$ cat src/rtl/window_buffer_pkg.sv
// Shared accelerator types: pixel format and default frame geometry,
// common to the window buffer and the pooling stage.
package window_buffer_pkg;

   typedef logic signed [7:0] pixel_t;

   localparam int IMG_W_DEFAULT = 8;
   localparam int IMG_H_DEFAULT = 8;
   localparam int WIN_TAPS      = 9;

endpackage

$ cat src/rtl/window_buffer_row_delay.sv
// One-row pixel delay line: dout is the pixel accepted IMG_W enables ago,
// i.e. the same column of the previous row.
module row_delay
   import window_buffer_pkg::*;
#(
   parameter int IMG_W = IMG_W_DEFAULT
) (
   input  logic              clk,
   input  logic              en,
   input  logic signed [7:0] din,
   output logic signed [7:0] dout
);

   pixel_t taps_q [IMG_W];

   // NOTE: the delay storage has no reset on purpose; stale contents are never
   // observed because the window stays suppressed until two fresh rows have passed.
   always_ff @(posedge clk) begin
      if (en) begin
         taps_q[0] <= din;
         for (int i = 1; i < IMG_W; i++) begin
            taps_q[i] <= taps_q[i-1];
         end
      end
   end

   assign dout = taps_q[IMG_W-1];

endmodule

$ cat src/rtl/window_buffer.sv
// 3x3 sliding window over a raster pixel stream, built from two row_delay lines.
// Optional build macro WINBUF_STRIDE2_EN: emit windows only at even row and column.
module window_buffer
   import window_buffer_pkg::*;
#(
   parameter int IMG_W = IMG_W_DEFAULT,
   parameter int IMG_H = IMG_H_DEFAULT
) (
   input  logic              clk,
   input  logic              rst_n,
   input  logic              valid_in,
   input  logic signed [7:0] data_in,
   output logic signed [7:0] data_out0,
   output logic signed [7:0] data_out1,
   output logic signed [7:0] data_out2,
   output logic signed [7:0] data_out3,
   output logic signed [7:0] data_out4,
   output logic signed [7:0] data_out5,
   output logic signed [7:0] data_out6,
   output logic signed [7:0] data_out7,
   output logic signed [7:0] data_out8,
   output logic              valid_out,
   output logic              frame_done
);

   localparam int CW = $clog2(IMG_W);
   localparam int RW = $clog2(IMG_H);
   localparam logic [CW-1:0] COL_LAST = CW'(IMG_W - 1);
   localparam logic [RW-1:0] ROW_LAST = RW'(IMG_H - 1);

   localparam logic [0:0] ST_FILL   = 1'b0;
   localparam logic [0:0] ST_STREAM = 1'b1;

   logic [CW-1:0] col_q, col_d;
   logic [RW-1:0] row_q, row_d;
   logic [0:0]    state_q, state_d;
   logic          valid_q, valid_d;
   logic          done_q, done_d;
   pixel_t        win_q [WIN_TAPS];
   pixel_t        win_d [WIN_TAPS];

   pixel_t above1, above2;
   pixel_t left1_q [3];
   pixel_t left2_q [3];

   logic row_wrap, frame_wrap, stride_ok, emit;

   row_delay #(.IMG_W(IMG_W)) u_line1 (
      .clk  (clk),
      .en   (valid_in),
      .din  (data_in),
      .dout (above1)
   );

   row_delay #(.IMG_W(IMG_W)) u_line2 (
      .clk  (clk),
      .en   (valid_in),
      .din  (above1),
      .dout (above2)
   );

`ifdef WINBUF_STRIDE2_EN
   assign stride_ok = ~row_q[0] & ~col_q[0];
`else
   assign stride_ok = 1'b1;
`endif

   assign row_wrap   = (col_q == COL_LAST);
   assign frame_wrap = row_wrap && (row_q == ROW_LAST);
   assign emit       = valid_in && (state_q == ST_STREAM) && (col_q >= CW'(2)) && stride_ok;

   // NOTE: every combinational output gets a default first so no latch is inferred.
   always_comb begin
      col_d   = col_q;
      row_d   = row_q;
      state_d = state_q;
      if (valid_in) begin
         if (row_wrap) begin
            col_d = '0;
            row_d = frame_wrap ? '0 : row_q + RW'(1);
         end else begin
            col_d = col_q + CW'(1);
         end
         case (state_q)
            ST_FILL:   if (row_wrap && row_q == RW'(1)) state_d = ST_STREAM;
            ST_STREAM: if (frame_wrap)                  state_d = ST_FILL;
            default:                                    state_d = ST_FILL;
         endcase
      end
   end

   // Window columns are col-2, col-1 and the column arriving with this pixel.
   always_comb begin
      for (int i = 0; i < WIN_TAPS; i++) begin
         win_d[i] = win_q[i];
      end
      if (emit) begin
         win_d[0] = left2_q[0]; win_d[1] = left1_q[0]; win_d[2] = above2;
         win_d[3] = left2_q[1]; win_d[4] = left1_q[1]; win_d[5] = above1;
         win_d[6] = left2_q[2]; win_d[7] = left1_q[2]; win_d[8] = data_in;
      end
      valid_d = emit;
      done_d  = valid_in && frame_wrap;
   end

   // NOTE: sequential state is written with non-blocking assignments only.
   always_ff @(posedge clk or negedge rst_n) begin
      if (!rst_n) begin
         col_q   <= '0;
         row_q   <= '0;
         state_q <= ST_FILL;
         valid_q <= 1'b0;
         done_q  <= 1'b0;
         for (int i = 0; i < WIN_TAPS; i++) begin
            win_q[i] <= '0;
         end
      end else begin
         col_q   <= col_d;
         row_q   <= row_d;
         state_q <= state_d;
         valid_q <= valid_d;
         done_q  <= done_d;
         win_q   <= win_d;
      end
   end

   always_ff @(posedge clk) begin
      if (valid_in) begin
         left2_q    <= left1_q;
         left1_q[0] <= above2;
         left1_q[1] <= above1;
         left1_q[2] <= data_in;
      end
   end

   assign data_out0  = win_q[0];
   assign data_out1  = win_q[1];
   assign data_out2  = win_q[2];
   assign data_out3  = win_q[3];
   assign data_out4  = win_q[4];
   assign data_out5  = win_q[5];
   assign data_out6  = win_q[6];
   assign data_out7  = win_q[7];
   assign data_out8  = win_q[8];
   assign valid_out  = valid_q;
   assign frame_done = done_q;

endmodule

$ cat config.mk
export PLATFORM = sky130hd
export DESIGN_NAME = window_buffer
export DESIGN_NICKNAME = d
export VERILOG_FILES = /design/src/rtl/window_buffer_pkg.sv /design/src/rtl/window_buffer_row_delay.sv /design/src/rtl/window_buffer.sv
export SDC_FILE = /design/constraint.sdc
export NUM_CORES = 1
export LEC_CHECK = 0
export CAP_MARGIN = 20
export CORE_AREA = 2 2 115 139
export DETAILED_ROUTE_END_ITERATION = 16
export DIE_AREA = 0 0 117 141
export HOLD_SLACK_MARGIN = 0.02
export PLACE_DENSITY = 0.71
export SYNTH_ARGS = -nofsm -noshare
export SYNTH_HDL_FRONTEND = slang
export SYNTH_SLANG_ARGS = --single-unit
$ cat constraint.sdc
create_clock -name clk -period 1.35 [get_ports clk]
set_input_delay 0.27 -clock clk [delete_from_list [all_inputs] [get_ports clk]]
set_output_delay 0.27 -clock clk [all_outputs]
set_load 0.01 [all_outputs]
# Word-level counts from Yosys, hierarchy flattened
# Memories as Yosys holds them, arrays and structs flattened.
# Cells that the tools add are included.
# classes
muxes,7
order_cmp,1
n_eq_ne,3
add_sub_neg,2
n_bitwise,1
reduce_logical,6
# ops
cell,n
"adder 3 x 1 -> 3 bit, second input constant",2
"equality test 3 bit, second input constant",2
two-way mux 3 bit,2
logical AND 1 bit,5
two-way mux 1 bit,4
"equality test 3 x 1 -> 1 bit, second input constant",1
">= comparator 3 x 2 -> 1 bit, second input constant",1
one-hot mux 1 bit (2 select lines),1
AND reduction 2 bit,1
NOT 1 bit,1
# word_totals
ram_bits,128
inputBits,11
n_memories,2
word_cells,42
reg_bits,129
# mem_list
name,depth,width,rd,rd_clocked_by_memory_dff,write_ports,line,rtl
u_line1.taps_q,8,8,8,0,8,window_buffer_row_delay.sv:14,pixel_t taps_q [IMG_W];
u_line2.taps_q,8,8,8,0,8,window_buffer_row_delay.sv:14,

# Depth between registers and ports, before layout
# Gate-level depths: netlist of run 1.
# logic_depth
ltp_word,4
mapped_depth,4

# Hierarchy
# From an unflattened synthesis of run 1, not the netlist that was laid out.
# unflattened
hier_cells,378
hier_area_um2,8589.5
# modules_own_cells
module,instances,area_each_um2,cells_per_inst,seq_area_each_um2
window_buffer,1,4625.7,234,3468.3
row_delay,2,1981.9,72,1921.8

# Worst setup path before layout of run 1
# No wires, ideal clock.
# synth_timing
path_type,reg2reg
startpoint,register col_q[2]
endpoint,register win_q (netlist bit data_out0[0])
setup_ps,125
period_less_slack_ps,1431
setup_slack_ps,-81
required_ps,1225
t_arrival_ps,1306
path_buffers,1
stages_incl_launch_ff,4
path_cell_list,dfrtp_1 -> o211ai_4 -> buf_4 -> mux2_2
# synth_via
elab_chain_cells,2
# synth_lines
item,line,rtl
from (decl),window_buffer.sv:34,"logic [CW-1:0] col_q, col_d;"
from (signal assigned),window_buffer.sv:118,col_q <= col_d;
>= comparator 3 x 2 -> 1 bit,window_buffer.sv:70,assign emit = valid_in && (state_q == ST_STREAM) && (col_q >= CW'(2)) && stride_ok;
logical AND 1 bit,window_buffer.sv:70,
to (signal assigned),window_buffer.sv:123,win_q <= win_d;
to (decl),window_buffer.sv:39,pixel_t win_q [WIN_TAPS];
# No other way between the ends.
# A chain may end at the register's enable or synchronous reset.

# Worst setup path in the final report of run 1
# layout_timing
startpoint,register col_q[2]
endpoint,register win_q (netlist bit data_out4[1])
# Same word-level chain as after synthesis.

==> results.yml, run 1 <==
die:
  dieArea_um2: 16500
  rows: 50
  start_util_pct: 48.60
  die_w_um: 117
  coreArea_um2: 15330
  die_y_um: 141
  io_pins: 85
sta:
  report.final.slew_viol_count: 0
  finClkSkew_ns: 0.007472
  max_freq_mhz: 690.0
  finalSetupViolCount: 76
  hold_viol: 0
  max-slew-margin-rel_pct: 69.97
  rsz0062_at_grt: "true"
  fin_crit_sh_pct: 107.4
  fin_ws_ns: -0.09926
  fin_crit_ns: 1.449
  worst_pin_slew_ns: 0.4505
yosys:
  yosys-top-cells-area: "edfxtp_1 (58%), dfrtp_1 (27%), mux2_2 (11%), mux2_1 (0.91%), ha_1 (0.84%)"
  synth_top_area_share_pct: 58.05
  synth_nets: 345
  synth_cells: 329
  synth_mux_area_share_pct: 11.78
  synth_edf_count: 144
  synth_common_cells: "edfxtp_1 (144), dfrtp_1 (81), mux2_2 (71)"
  synth_seq_cells: 225
  synth-simple-area-share_pct: 0.5375
  synth_top_family_by_area: "multiplexers"
  syn_area_per_cell_um2: 22.64
  synth_area_leader_cell: "edfxtp_1"
  synth_compound_area_share_pct: 0.3696
  syn_area_um2: 7448
  post-synth-top-count-cell: "edfxtp_1"
  synth_ff_type: "edfxtp_1"
  ys_seq_area_share_pct: 85.27
  async_flop_share_pct: 36.00
  synth_fa_ha_area_share_pct: 0.8399
  synth-xor-area-share_pct: 0
  synth.distinct_cells: 16
  yosys_warnings: 0
drt:
  post_drt_wl_per_cell_um: 18.17
  drt.antenna.violating_nets: 0
  dr.first_iter.drc_count: 176
  drt_pass1_iterations: 4
  route.vias.total: 3377
  route.detailed.drc: 0
  finalWirelength_mm: 12.43
  viasPerCell: 4.937
clock_tree:
  cts.path.max_buffers: 3
  clkLatencyLatePin_ns: 0.49
  cts_tree: "done"
  htreeDepth: 1
  cts_num_sinks: 225
  clock-root-buffer: "clkbuf_16"
  cts_made_buffers: 22
  clk_pin_slew_worst_paths_ns: 0.06
global_routing:
  grt-ovfl-total: 0
  grt_pass1_vias: 3596
  grt_max_degree: 82
  antenna_found_initial: 0
  grt.total_usage_pct: 14.72
  grt_first_pass_wirelength_mm: 18.82
power_and_ir_drop:
  pwr-share-clk_pct: 28.1
  comb_power_share_pct: 26.5
  intPower_mw: 15.85
  switching_share_pct: 25.65
  p_sw_mw: 5.469
  leakagePower_nw: 4.031
  vdd_ir_drop_max_uv: 1423
  power_density_nw_per_um2: 2232
  p_seq_share_pct: 45.4
placed_design:
  dp.cells: 623
  gp_congestion: 0.6917
  placed_area_um2: 8671
  io_buffer_count: 84
  place_hpwl_mm: 6.320
min_path:
  hold_class: "in -> reg"
setup_path:
  end_kind: "register"
  cp-start-kind: "register"
  cp_max_fo: 10
  cp.arrival_ns: 1.82
  cpMaxStageDelayCell: "dfrtp_1"
  path_cells: "o211ai_4 > buf_4 > clkbuf_16 > mux2_2"
  required_ns: 1.72
  critPathKind: "reg -> reg"
  crit_path_max_incr_delay_ns: 0.41
run_status:
  status: "finished with violations"
  failed_checks: "negative setup slack"
cells_and_area:
  final_area_um2: 9553
  area_delta_synth_final_pct: 28.25
  nNetsFinal: 477
  fillers: 1097
  layoutNonFillerInstCount: 684
  antenna_cells: 0
  final_layout_size_suffix_gt1_share_pct: 46.43
flow_run:
  cap_violations: 0
[routing by layer]
layer	global-route usage, %	share of wire [%]	wire length [µm]
met1	19.38	42	5232
met2	23.82	49	6083
met3	4.600	7.4	919
met4	4.087	1.5	190
met5	0	0	0
[sequential cells by signal (all words and copies together) (netlist names), 22 cells and up]
signal,flops
left1_q,22
left2_q,22
u_line1.taps_q,50
u_line2.taps_q,50
[final cells by class]
type	instances	area [µm²]	share of cell area [%]
Tap cell	208	260.3	2.724
Clock inverter	3	43.79	0.4584
Sequential cell	225	6351	66.48
Clock buffer	36	684.4	7.164
Inverter	3	11.26	0.1179
Timing Repair Buffer	116	950.9	9.954
Multi-Input combinational cell	93	1251	13.10
[worst paths after layout]
kind,startpoint,cells after the start,end,slack [ns]
min in group asynchronous,rst_n,3,data_out0[7]$_DFFE_PN0P_,0.37
worst min-delay path,valid_in,4,col_q[1]$_DFFE_PN0P_,0.29
worst max-delay path,col_q[2]$_DFFE_PN0P_,4,data_out4[1]$_DFFE_PN0P_,-0.1
max in group asynchronous,rst_n,3,data_out3[4]$_DFFE_PN0P_,0.64
worst max register to register,col_q[2]$_DFFE_PN0P_,4,data_out4[1]$_DFFE_PN0P_,-0.1
worst min register to register,u_line2.taps_q[0][28]$_DFFE_PP_,0,u_line2.taps_q[1][4]$_DFFE_PP_,0.42
[placed cells by master (no fill, tap or decap), drive strengths merged, types with 2 or more instances in the layout]
master / instances
inv: 4
edfxtp: 144
mux2: 77
clkdlybuf4s50: 8
nand2: 2
ha: 5
nor2: 3
buf: 104
clkbuf: 39
dfrtp: 81
[logic make-up (layout without fill, tap and decap cells)]
kind of cell | Yosys count | after routing
simple gates | 8 | 8
buf+inv | 11 | 158
flops | 225 | 225
compound gates | 2 | 2
mux | 78 | 78
fa+ha+maj | 5 | 5
[worst max-delay path, delay by kind of cell (launching register included)]
family                 cells  cell delay [ns]
AOI/OAI and AO/OA          1             0.24
buffers and inverters      2             0.36
muxes                      1             0.33
DFF                        1             0.41
[per-stage QoR]
step                setup slack, ns  total power, mW  utilization (%)  hold slack [ns]  TNS (ns)
CTS                        -0.09242            21.17            61.40           0.2748    -4.778
global route                -0.1470            22.37            62.33           0.2756    -8.240
global placement           -0.06300            14.90            56.57           0.3363    -3.463
floorplan                  -0.05476            12.15                -         -0.02559    -3.774
detailed placement          -0.1044            15.16            56.57           0.3445    -5.418
finish                     -0.09926            21.32            62.33           0.2868    -5.241
[power by group through the flow]
stage               logic, mW  clock network [mW]  registers [mW]
floorplan                1.95                   0            10.2
global placement         5.17                   0            9.73
detailed placement       5.36                   0            9.80
CTS                      5.33                6.17            9.66
global route             6.07                6.44            9.86
finish                   5.65                5.99            9.68
[what timing repair did]
item / 4_1_cts / 5_1_grt
pin swaps: 2 / 1
buffers inserted: 14 / 0
endpoints found under the hold margin: 81 / 0
cloned: 4 / 3
setup endpoints to repair: 153 / 78
hold buffers: 1 / 0
gates resized for setup: 338 / 18
Note: power is estimated with default switching activity, not from simulation.
==> run 2, diff against run 1 <==
--- a/config.mk
+++ b/config.mk
@@ -5,10 +5,11 @@
 export SDC_FILE = /design/constraint.sdc
 export NUM_CORES = 1
 export LEC_CHECK = 0
+export ABC_CLOCK_PERIOD_IN_PS = 1350
 export CAP_MARGIN = 20
-export CORE_AREA = 2 2 115 139
+export CORE_AREA = 2 2 140 115
 export DETAILED_ROUTE_END_ITERATION = 16
-export DIE_AREA = 0 0 117 141
+export DIE_AREA = 0 0 142 117
 export HOLD_SLACK_MARGIN = 0.02
 export PLACE_DENSITY = 0.71
 export SYNTH_ARGS = -nofsm -noshare
==> results.yml, run 2 (synthesis gave the netlist of run 1 again) <==
run_status:
  status: "finished with violations"
  failed_checks: "negative setup slack"
power_and_ir_drop:
  power_density_nw_per_um2: 2215
  comb_power_share_pct: 26.8
  pwr-share-clk_pct: 27.4
  p_seq_share_pct: 45.8
  intPower_mw: 15.78
  vdd_ir_drop_max_uv: 1352
  leakagePower_nw: 4.040
  totalPowerFinal_mw: 21.15
  p_sw_mw: 5.365
  switching_share_pct: 25.37
cells_and_area:
  final_layout_size_suffix_gt1_share_pct: 48.02
  multi_input_area_um2: 1256
  final_area_um2: 9549
  antenna_cells: 0
  mostFrequentLayoutCells: "edfxtp_1 (144), dfrtp_1 (81), buf_2 (74)"
  nNetsFinal: 481
  layout_commonest_cell: "edfxtp_1"
  area_delta_synth_final_pct: 28.20
  final-seq-area_um2: 6351
  reg_top3: "u_line1.taps_q x50, u_line2.taps_q x50"
  fillers: 1066
clock_tree:
  clock-root-buffer: "clkbuf_16"
  clkLatencyLatePin_ns: 0.48
  cts_made_buffers: 21
  clk_pin_slew_worst_paths_ns: 0.06
  htreeDepth: 1
  cts.path.max_buffers: 3
  cts_num_sinks: 225
  cts_tree: "done"
global_routing:
  use_met2_pct: 23.29
  grt-ovfl-total: 0
  antenna_found_initial: 0
  grt.total_usage_pct: 14.14
  top_usage_layer: "met2"
  grt_pass1_vias: 3546
  grt_first_pass_wirelength_mm: 18.49
  met3_usage_pct: 4.109
  grt_max_degree: 82
  use_met1_pct: 18.95
setup_path:
  cp-start-kind: "register"
  path_cells: "o211ai_4 > buf_6 > buf_6 > buf_8 > mux2_4"
  critPathKind: "reg -> reg"
  reg2reg_from: "col_q[2]$_DFFE_PN0P_"
  rrSetupSlack_ns: -0.11
  end_kind: "register"
  reg2reg_depth: 5
  cpMaxStageDelayCell: "dfrtp_1"
  cp_max_fo: 6
  r2r-end: "data_out3[4]$_DFFE_PN0P_"
  required_ns: 1.71
  cp.arrival_ns: 1.82
  crit_path_max_incr_delay_ns: 0.41
  crit_top_cell: "buf_6"
sta:
  rsz0062_at_grt: "true"
  fin_crit_ns: 1.463
  hold_slack_ns: 0.2545
  max_freq_mhz: 683.5
  report.final.slew_viol_count: 0
  hold_viol: 0
  finClkSkew_ns: 0.01392
  worst_pin_slew_ns: 0.4741
  finalSetupViolCount: 76
  fin_crit_sh_pct: 108.4
  fin_ws_ns: -0.1131
  max-slew-margin-rel_pct: 68.39
min_path:
  hold-path-cell-count: 3
  hold_class: "in -> reg"
  worstHoldStart: "valid_in"
  whs_endpoint: "col_q[1]$_DFFE_PN0P_"
die:
  rows: 41
  coreArea_um2: 15340
  dieArea_um2: 16610
  die_w_um: 142
  die_y_um: 117
  io_pins: 85
  start_util_pct: 48.56
placed_design:
  place_hpwl_mm: 6.111
  io_buffer_count: 84
  gp_congestion: 0.6774
  place_ws_ns: -0.1267
  placed_area_um2: 8670
drt:
  viasPerCell: 4.961
  drt.antenna.violating_nets: 0
  dr.first_iter.drc_count: 215
  route.detailed.drc: 0
  drt_pass1_iterations: 4
  finalWirelength_mm: 11.63
  post_drt_wl_per_cell_um: 17.31
  route.vias.total: 3334
flow_run:
  cap_violations: 0
## run 2: what timing repair did
item | in CTS | in global routing
endpoints found under the hold margin | 81 | 0
hold buffers | 1 | 0
pin swaps | 3 | 1
gates cloned | 4 | 2
setup endpoints to repair | 153 | 77
buffers inserted | 15 | 1
resized for setup | 359 | 4
## run 2: layout make-up
class	instances	share of cell area [%]
well taps	193	2.529
multi-input cells	93	13.16
flip-flops and latches	225	66.51
repair buffers	121	10.36
clock buffers	32	6.774
clock inverters	5	0.5503
inverters	3	0.1179
## run 2: metrics by stage
step	utilization, %	cells	setup TNS [ns]
after floorplan	-	329	-3.774
after global placement	56.52	612	-4.865
after detailed placement	56.52	612	-6.495
after CTS	61.80	669	-5.401
after global routing	62.26	672	-8.883
final	62.26	672	-5.947
## run 2: routing by layer
layer  wire length (µm)  up-vias  part of all wire, %
met5                  0        -                    0
met4                226        0                  1.9
met3                628       18                  5.4
met2               5556       86                   48
met1               5222     1716                   45
li1                   -     1514                    -
## run 2: how the worst max path moves through the flow
stage,start,to,slack (ns),depth (start not counted)
3_3_place_gp,col_q[1]$_DFFE_PN0P_,data_out3[5]$_DFFE_PN0P_,-0.08,3
2_1_floorplan,col_q[1]$_DFFE_PN0P_,data_out0[0]$_DFFE_PN0P_,-0.05,3
5_1_grt,col_q[2]$_DFFE_PN0P_,data_out3[4]$_DFFE_PN0P_,-0.15,5
3_5_place_dp,col_q[1]$_DFFE_PN0P_,row_q[0]$_DFFE_PN0P_,-0.13,5
6_report,col_q[2]$_DFFE_PN0P_,data_out3[4]$_DFFE_PN0P_,-0.11,5
4_1_cts,col_q[2]$_DFFE_PN0P_,data_out3[4]$_DFFE_PN0P_,-0.11,5
## run 2: power by group through the flow
stage / clock network (mW) / registers [mW] / logic [mW]
6_report: 5.80 / 9.68 / 5.67
5_1_grt: 6.24 / 9.86 / 6.10
4_1_cts: 5.97 / 9.68 / 5.59
3_5_place_dp: 0 / 9.81 / 5.38
3_3_place_gp: 0 / 9.72 / 5.22
2_1_floorplan: 0 / 10.2 / 1.95
## run 2: worst max-delay path: cells and delay by family (launching register included)
family,cells,cell delay (ns)
DFF,1,0.41
muxes,1,0.30
buffers and inverters,3,0.38
AOI/OAI and AO/OA,1,0.24
